File: config.mk
export PLATFORM = sky130hd
export DESIGN_NAME = mem_bus_bridge
export DESIGN_NICKNAME = d
export VERILOG_FILES = /design/src/rtl/mem_bus_bridge_pkg.sv /design/src/rtl/mem_bus_watchdog.sv /design/src/rtl/mem_bus_bridge.sv
export SDC_FILE = /design/constraint.sdc
export NUM_CORES = 1
export LEC_CHECK = 0
export CORE_MARGIN = 1.5
export CORE_UTILIZATION = 39
export CTS_CLUSTER_SIZE = 10
export DETAILED_ROUTE_END_ITERATION = 16
export PLACE_DENSITY_LB_ADDON = 0.25
export SLEW_MARGIN = 20
export SYNTH_ARGS = -nofsm -noshare
export SYNTH_HDL_FRONTEND = slang
export SYNTH_SLANG_ARGS = --single-unit
File: constraint.sdc
create_clock -name clk -period 3.5 [get_ports clk]
set_input_delay 0.35 -clock clk [delete_from_list [all_inputs] [get_ports clk]]
set_output_delay 0.35 -clock clk [all_outputs]
set_load 0.02 [all_outputs]
File: src/rtl/mem_bus_bridge_pkg.sv
// Shared types for the MEM-stage to external bus bridge: FSM encodings,
// bus field widths and the registered bus request record.
package mem_bus_bridge_pkg;

  localparam int DATA_W = 32;
  localparam int ADDR_W = 32;
  localparam int SEL_W  = 4;

  typedef enum logic [1:0] {
    MB_IDLE = 2'd0,
    MB_BUSY = 2'd1,
    MB_DONE = 2'd2
  } mb_state_e;

  typedef struct packed {
    logic [SEL_W-1:0]  we;
    logic [ADDR_W-1:0] addr;
    logic [DATA_W-1:0] wdata;
  } mb_req_t;

endpackage

File: src/rtl/mem_bus_watchdog.sv
// BUSY-cycle watchdog for the bus bridge; expired is high during the
// TIMEOUT_CYCLES-th consecutive counted cycle.
module mem_bus_watchdog #(
  parameter int TIMEOUT_CYCLES = 255,
  parameter int CNT_W          = 8
) (
  input  logic clk,
  input  logic rst,
  input  logic clear,
  input  logic count_en,
  output logic expired
);

  localparam logic [CNT_W-1:0] LAST = CNT_W'(TIMEOUT_CYCLES - 1);

  logic [CNT_W-1:0] cnt_q, cnt_d;

  // Saturate at LAST so a stuck count_en never wraps back into range.
  always_comb begin
    cnt_d = cnt_q;
    if (clear)
      cnt_d = '0;
    else if (count_en && (cnt_q != LAST))
      cnt_d = cnt_q + 1'b1;
  end

  always_ff @(posedge clk or posedge rst) begin
    if (rst) cnt_q <= '0;
    else     cnt_q <= cnt_d;
  end

  assign expired = count_en && (cnt_q == LAST);

endmodule

File: src/rtl/mem_bus_bridge.sv
// Bridges the single-cycle MEM RAM request onto a registered req/ack bus,
// stalling the pipeline until completion. MEM_BUS_TIMEOUT_EN adds a BUSY watchdog.
module mem_bus_bridge
  import mem_bus_bridge_pkg::*;
#(
  parameter int TIMEOUT_CYCLES = 255,
  parameter int CNT_W          = 8
) (
  input  logic              clk,
  input  logic              rst,
  input  logic              ram_en,
  input  logic [SEL_W-1:0]  ram_write_en,
  input  logic [ADDR_W-1:0] ram_addr,
  input  logic [DATA_W-1:0] ram_write_data,
  output logic              stall_req,
  output logic [DATA_W-1:0] ram_read_data,
  output logic              bus_req,
  output logic [SEL_W-1:0]  bus_we,
  output logic [ADDR_W-1:0] bus_addr,
  output logic [DATA_W-1:0] bus_wdata,
  input  logic              bus_ack,
  input  logic [DATA_W-1:0] bus_rdata,
  output logic              bus_err
);

  mb_state_e         state_q, state_d;
  mb_req_t           req_q, req_d;
  logic              bus_req_q, bus_req_d;
  logic [DATA_W-1:0] rdata_q, rdata_d;
  logic              wd_expired;

`ifdef MEM_BUS_TIMEOUT_EN
  logic err_q, err_d;

  mem_bus_watchdog #(
    .TIMEOUT_CYCLES (TIMEOUT_CYCLES),
    .CNT_W          (CNT_W)
  ) u_watchdog (
    .clk      (clk),
    .rst      (rst),
    .clear    (state_q == MB_IDLE),
    .count_en (state_q == MB_BUSY),
    .expired  (wd_expired)
  );

  always_ff @(posedge clk or posedge rst) begin
    if (rst) err_q <= 1'b0;
    else     err_q <= err_d;
  end

  assign bus_err = err_q;
`else
  logic unused_cfg;
  assign unused_cfg = |(TIMEOUT_CYCLES ^ CNT_W);
  assign wd_expired = 1'b0;
  assign bus_err    = 1'b0;
`endif

  always_comb begin
    state_d   = state_q;
    req_d     = req_q;
    bus_req_d = bus_req_q;
    rdata_d   = rdata_q;
`ifdef MEM_BUS_TIMEOUT_EN
    err_d     = 1'b0;
`endif
    case (state_q)
      MB_IDLE: begin
        if (ram_en) begin
          req_d     = '{we: ram_write_en, addr: ram_addr, wdata: ram_write_data};
          bus_req_d = 1'b1;
          state_d   = MB_BUSY;
        end
      end
      MB_BUSY: begin
        // A real ack beats the watchdog on the same cycle.
        if (bus_ack) begin
          bus_req_d = 1'b0;
          if (req_q.we == '0) rdata_d = bus_rdata;
          state_d   = MB_DONE;
        end else if (wd_expired) begin
          bus_req_d = 1'b0;
          rdata_d   = '0;
`ifdef MEM_BUS_TIMEOUT_EN
          err_d     = 1'b1;
`endif
          state_d   = MB_DONE;
        end
      end
      MB_DONE: begin
        bus_req_d = 1'b0;
        state_d   = MB_IDLE;
      end
      default: begin
        bus_req_d = 1'b0;
        state_d   = MB_IDLE;
      end
    endcase
  end

  always_ff @(posedge clk or posedge rst) begin
    if (rst) begin
      state_q   <= MB_IDLE;
      req_q     <= '0;
      bus_req_q <= 1'b0;
      rdata_q   <= '0;
    end else begin
      state_q   <= state_d;
      req_q     <= req_d;
      bus_req_q <= bus_req_d;
      rdata_q   <= rdata_d;
    end
  end

  // The pipeline advances during DONE; the next request is taken from IDLE.
  assign stall_req     = ram_en && (state_q != MB_DONE);
  assign ram_read_data = rdata_q;
  assign bus_req       = bus_req_q;
  assign bus_we        = req_q.we;
  assign bus_addr      = req_q.addr;
  assign bus_wdata     = req_q.wdata;

endmodule

==> results.toml <==
[run_status]
outcome = "completed"

[detailed_routing]
firstDrtPassIters = 4
vias = 2575
wire_per_inst_um = 15.78
first_iter_violations = 48
ant_nets = 0
wl_um = 8977
drcViolationCount = 0
drt-vias-per-instance = 4.525

[global_route]
grt_max_degree = 61
antenna_found_initial = 0
grt_first_pass_wirelength_um = 14720
track_usage_pct = 17.61
grt_pass1_vias = 2794
overflow = 0

[setup_path]
worstSetupEndpointType = "output port"
regToRegSetupSlack_ps = 1500
r2r_cells = 3
critPathBufInv = 2
crit_family = "buffers and inverters"
path_class = "in2out"
reg2reg_to = "ram_read_data[30]$_DFFE_PP0P_"
cpMaxStageDelayCell = "clkdlybuf4s50_1"
startpoint_type = "primary input"
critPathArrivalTime_ps = 1690
required_ps = 3150
r2r-start = "state_q[0]$_DFFE_PP0P_"
max_stage_delay_ps = 640
path_max_fanout = 3
crit_top_cell = "clkdlybuf4s50_1"
path_cells = "clkdlybuf4s50_1 -> a21boi_0 -> clkdlybuf4s50_1"

[pwr]
p_clk_share_pct = 11.7
p_leak_nw = 2.715
comb_power_share_pct = 51.9
worst_ir_drop_vdd_v = 0.0004357
p_per_area_mw_per_mm2 = 911.2
swShare_pct = 35.22
pwr-share-seq_pct = 36.4
p_int_mw = 3.718
netSwitchingPower_mw = 2.022

[synthesis]
synth_top_area_share_pct = 64.58
syn_area_mm2 = 0.003953
synth_top_family_by_area = "multiplexers"
synth-compound-area-share_pct = 0.3799
ys_warn_count = 0
netlist_top_cells_area = "dfrtp_1, mux2_2, mux2_4"
synthAdderAreaFrac_pct = 0
synth.distinct_cells = 16
synth_cells = 223
synth_seq_area_share_pct = 64.58
synthSimpleGateAreaFrac_pct = 1.108
synthMuxAreaShare_pct = 31.34
avgSynthCellArea_um2 = 17.72
synth_seq_cells = 102
synthXorXnorAreaFrac_pct = 0
syn-num-nets = 327
synth.largest_area_cell = "dfrtp_1"

[sta]
max-slew-margin-rel_pct = 30.08
finalCritPeriodShare_pct = 58.16
fin_setup_tns_ps = 0
worst_pin_slew_ps = 1045
rsz0062_at_grt = "no"
finClkSkew_ps = 8.566
fmax_mhz = 491.3
hold_viol_final = 0
setup_viol = 0
slew_violations = 0
finalCriticalPeriod_ps = 2035

[final_layout]
final_common_cell = "clkdlybuf4s50_1"
multiInputGateArea_mm2 = 0.001308
final-seq-area_mm2 = 0.002552
nNetsFinal = 535
instances_no_fill = 569
n_antenna_cell = 0
most-common-layout-cells = "clkdlybuf4s50_1, dfrtp_1, mux2_2"
n_fill_cell = 800
drive_gt1_share_pct = 23.39
area_delta_synth_final_pct = 59.35

[placement]
dp_hpwl_um = 6558
io_buffers = 205
place_inst = 553
gp_congestion = 0.7432

[cts]
post-cts-setup-buffers = 0
clock_latency_ps = 360
cts_buffer_depth = 2
htree_levels = 3
holdBufCountCts = 0
cts_tree = "built"
post_cts_resized = 0
cts_made_buffers = 9
clk_pin_slew_worst_paths_ps = 80
cts.sinks = 102
clock-root-buffer = "clkbuf_8"

[die]
core_area_mm2 = 0.009819
die_x_um = 103.7
initial_utilization_pct = 40.25
dieArea_mm2 = 0.01075
boundaryPins = 207
die_h_um = 103.7
rows = 36

[min_path]
hp-class = "in2async"

[job]
maxCapViolations = 0
[power by group through the flow]
stage / clock network [mW] / logic [mW] / registers, mW
after floorplan: 0 / 0.791 / 2.83
after global placement: 0 / 2.97 / 2.09
after detailed placement: 0 / 3.02 / 2.11
after CTS: 0.700 / 3.02 / 2.10
after global routing: 0.738 / 3.12 / 2.18
final: 0.672 / 2.98 / 2.09
[registers in the layout, summed over array words and instances (netlist names)]
| register | cells |
|---|---|
| bus_addr | 32 |
| bus_wdata | 32 |
| ram_read_data | 32 |
| bus_we | 4 |
| state_q | 2 |
[kinds of logic after synthesis]
logic type	after synthesis
DFF	102
muxes	100
buffers and inverters	13
and+or+nand+nor	5
AOI/OAI and AO/OA	2
other	1
[cell usage after synthesis (all sizes together)]
| library cell | count |
|---|---|
| mux2 | 100 |
| nand2 | 1 |
| dfrtp | 102 |
| nor4 | 1 |
| inv | 2 |
| buf | 11 |
| nor3b | 1 |
| nor2 | 1 |
| a21boi | 1 |
| and3b | 1 |
| a211oi | 1 |
| conb | 1 |
[layout make-up]
class	count	share of cell area [%]
Multi-Input combinational cell	108	20.76
Clock inverter	5	0.5364
Clock buffer	11	2.245
Inverter	2	0.1589
Timing Repair Buffer	208	33.13
Sequential cell	102	40.52
Tap cell	133	2.642
[metrics by stage]
| step | setup slack [ps] | total power [mW] | hold WS, ps | utilization (%) | cell area, µm² |
|---|---|---|---|---|---|
| floorplan | 474.5 | 3.621 | 444.5 | - | 3953 |
| global placement | 1220 | 5.054 | 466.9 | 62.36 | 6123 |
| detailed placement | 1173 | 5.127 | 474.1 | 62.36 | 6123 |
| CTS | 1441 | 5.818 | 490.6 | 64.14 | 6299 |
| global route | 1325 | 6.046 | 501.3 | 64.14 | 6299 |
| finish | 1465 | 5.739 | 477.8 | 64.14 | 6299 |
[layer usage]
layer / vias to the layer above / GRT usage, % / wire (µm)
met5: - / 0 / 0
met4: 0 / 9.028 / 229
met3: 15 / 5.098 / 676
met2: 113 / 28.90 / 4414
met1: 1252 / 21.12 / 3657
li1: 1195 / - / -
[worst max path at each step]
stage                                 from                             to  slack, ps  depth (start not counted)
detailed placement                 bus_ack  ram_read_data[15]$_DFFE_PP0P_       1170                          4
CTS                                 ram_en                      stall_req       1440                          3
floorplan                              rst        bus_addr[0]$_DFFE_PP0P_        470                          1
finish                              ram_en                      stall_req       1460                          3
global route        state_q[0]$_DFFE_PP0P_                      stall_req       1320                          3
global placement                   bus_ack  ram_read_data[30]$_DFFE_PP0P_       1220                          4
(Power assumes the default switching activity.)
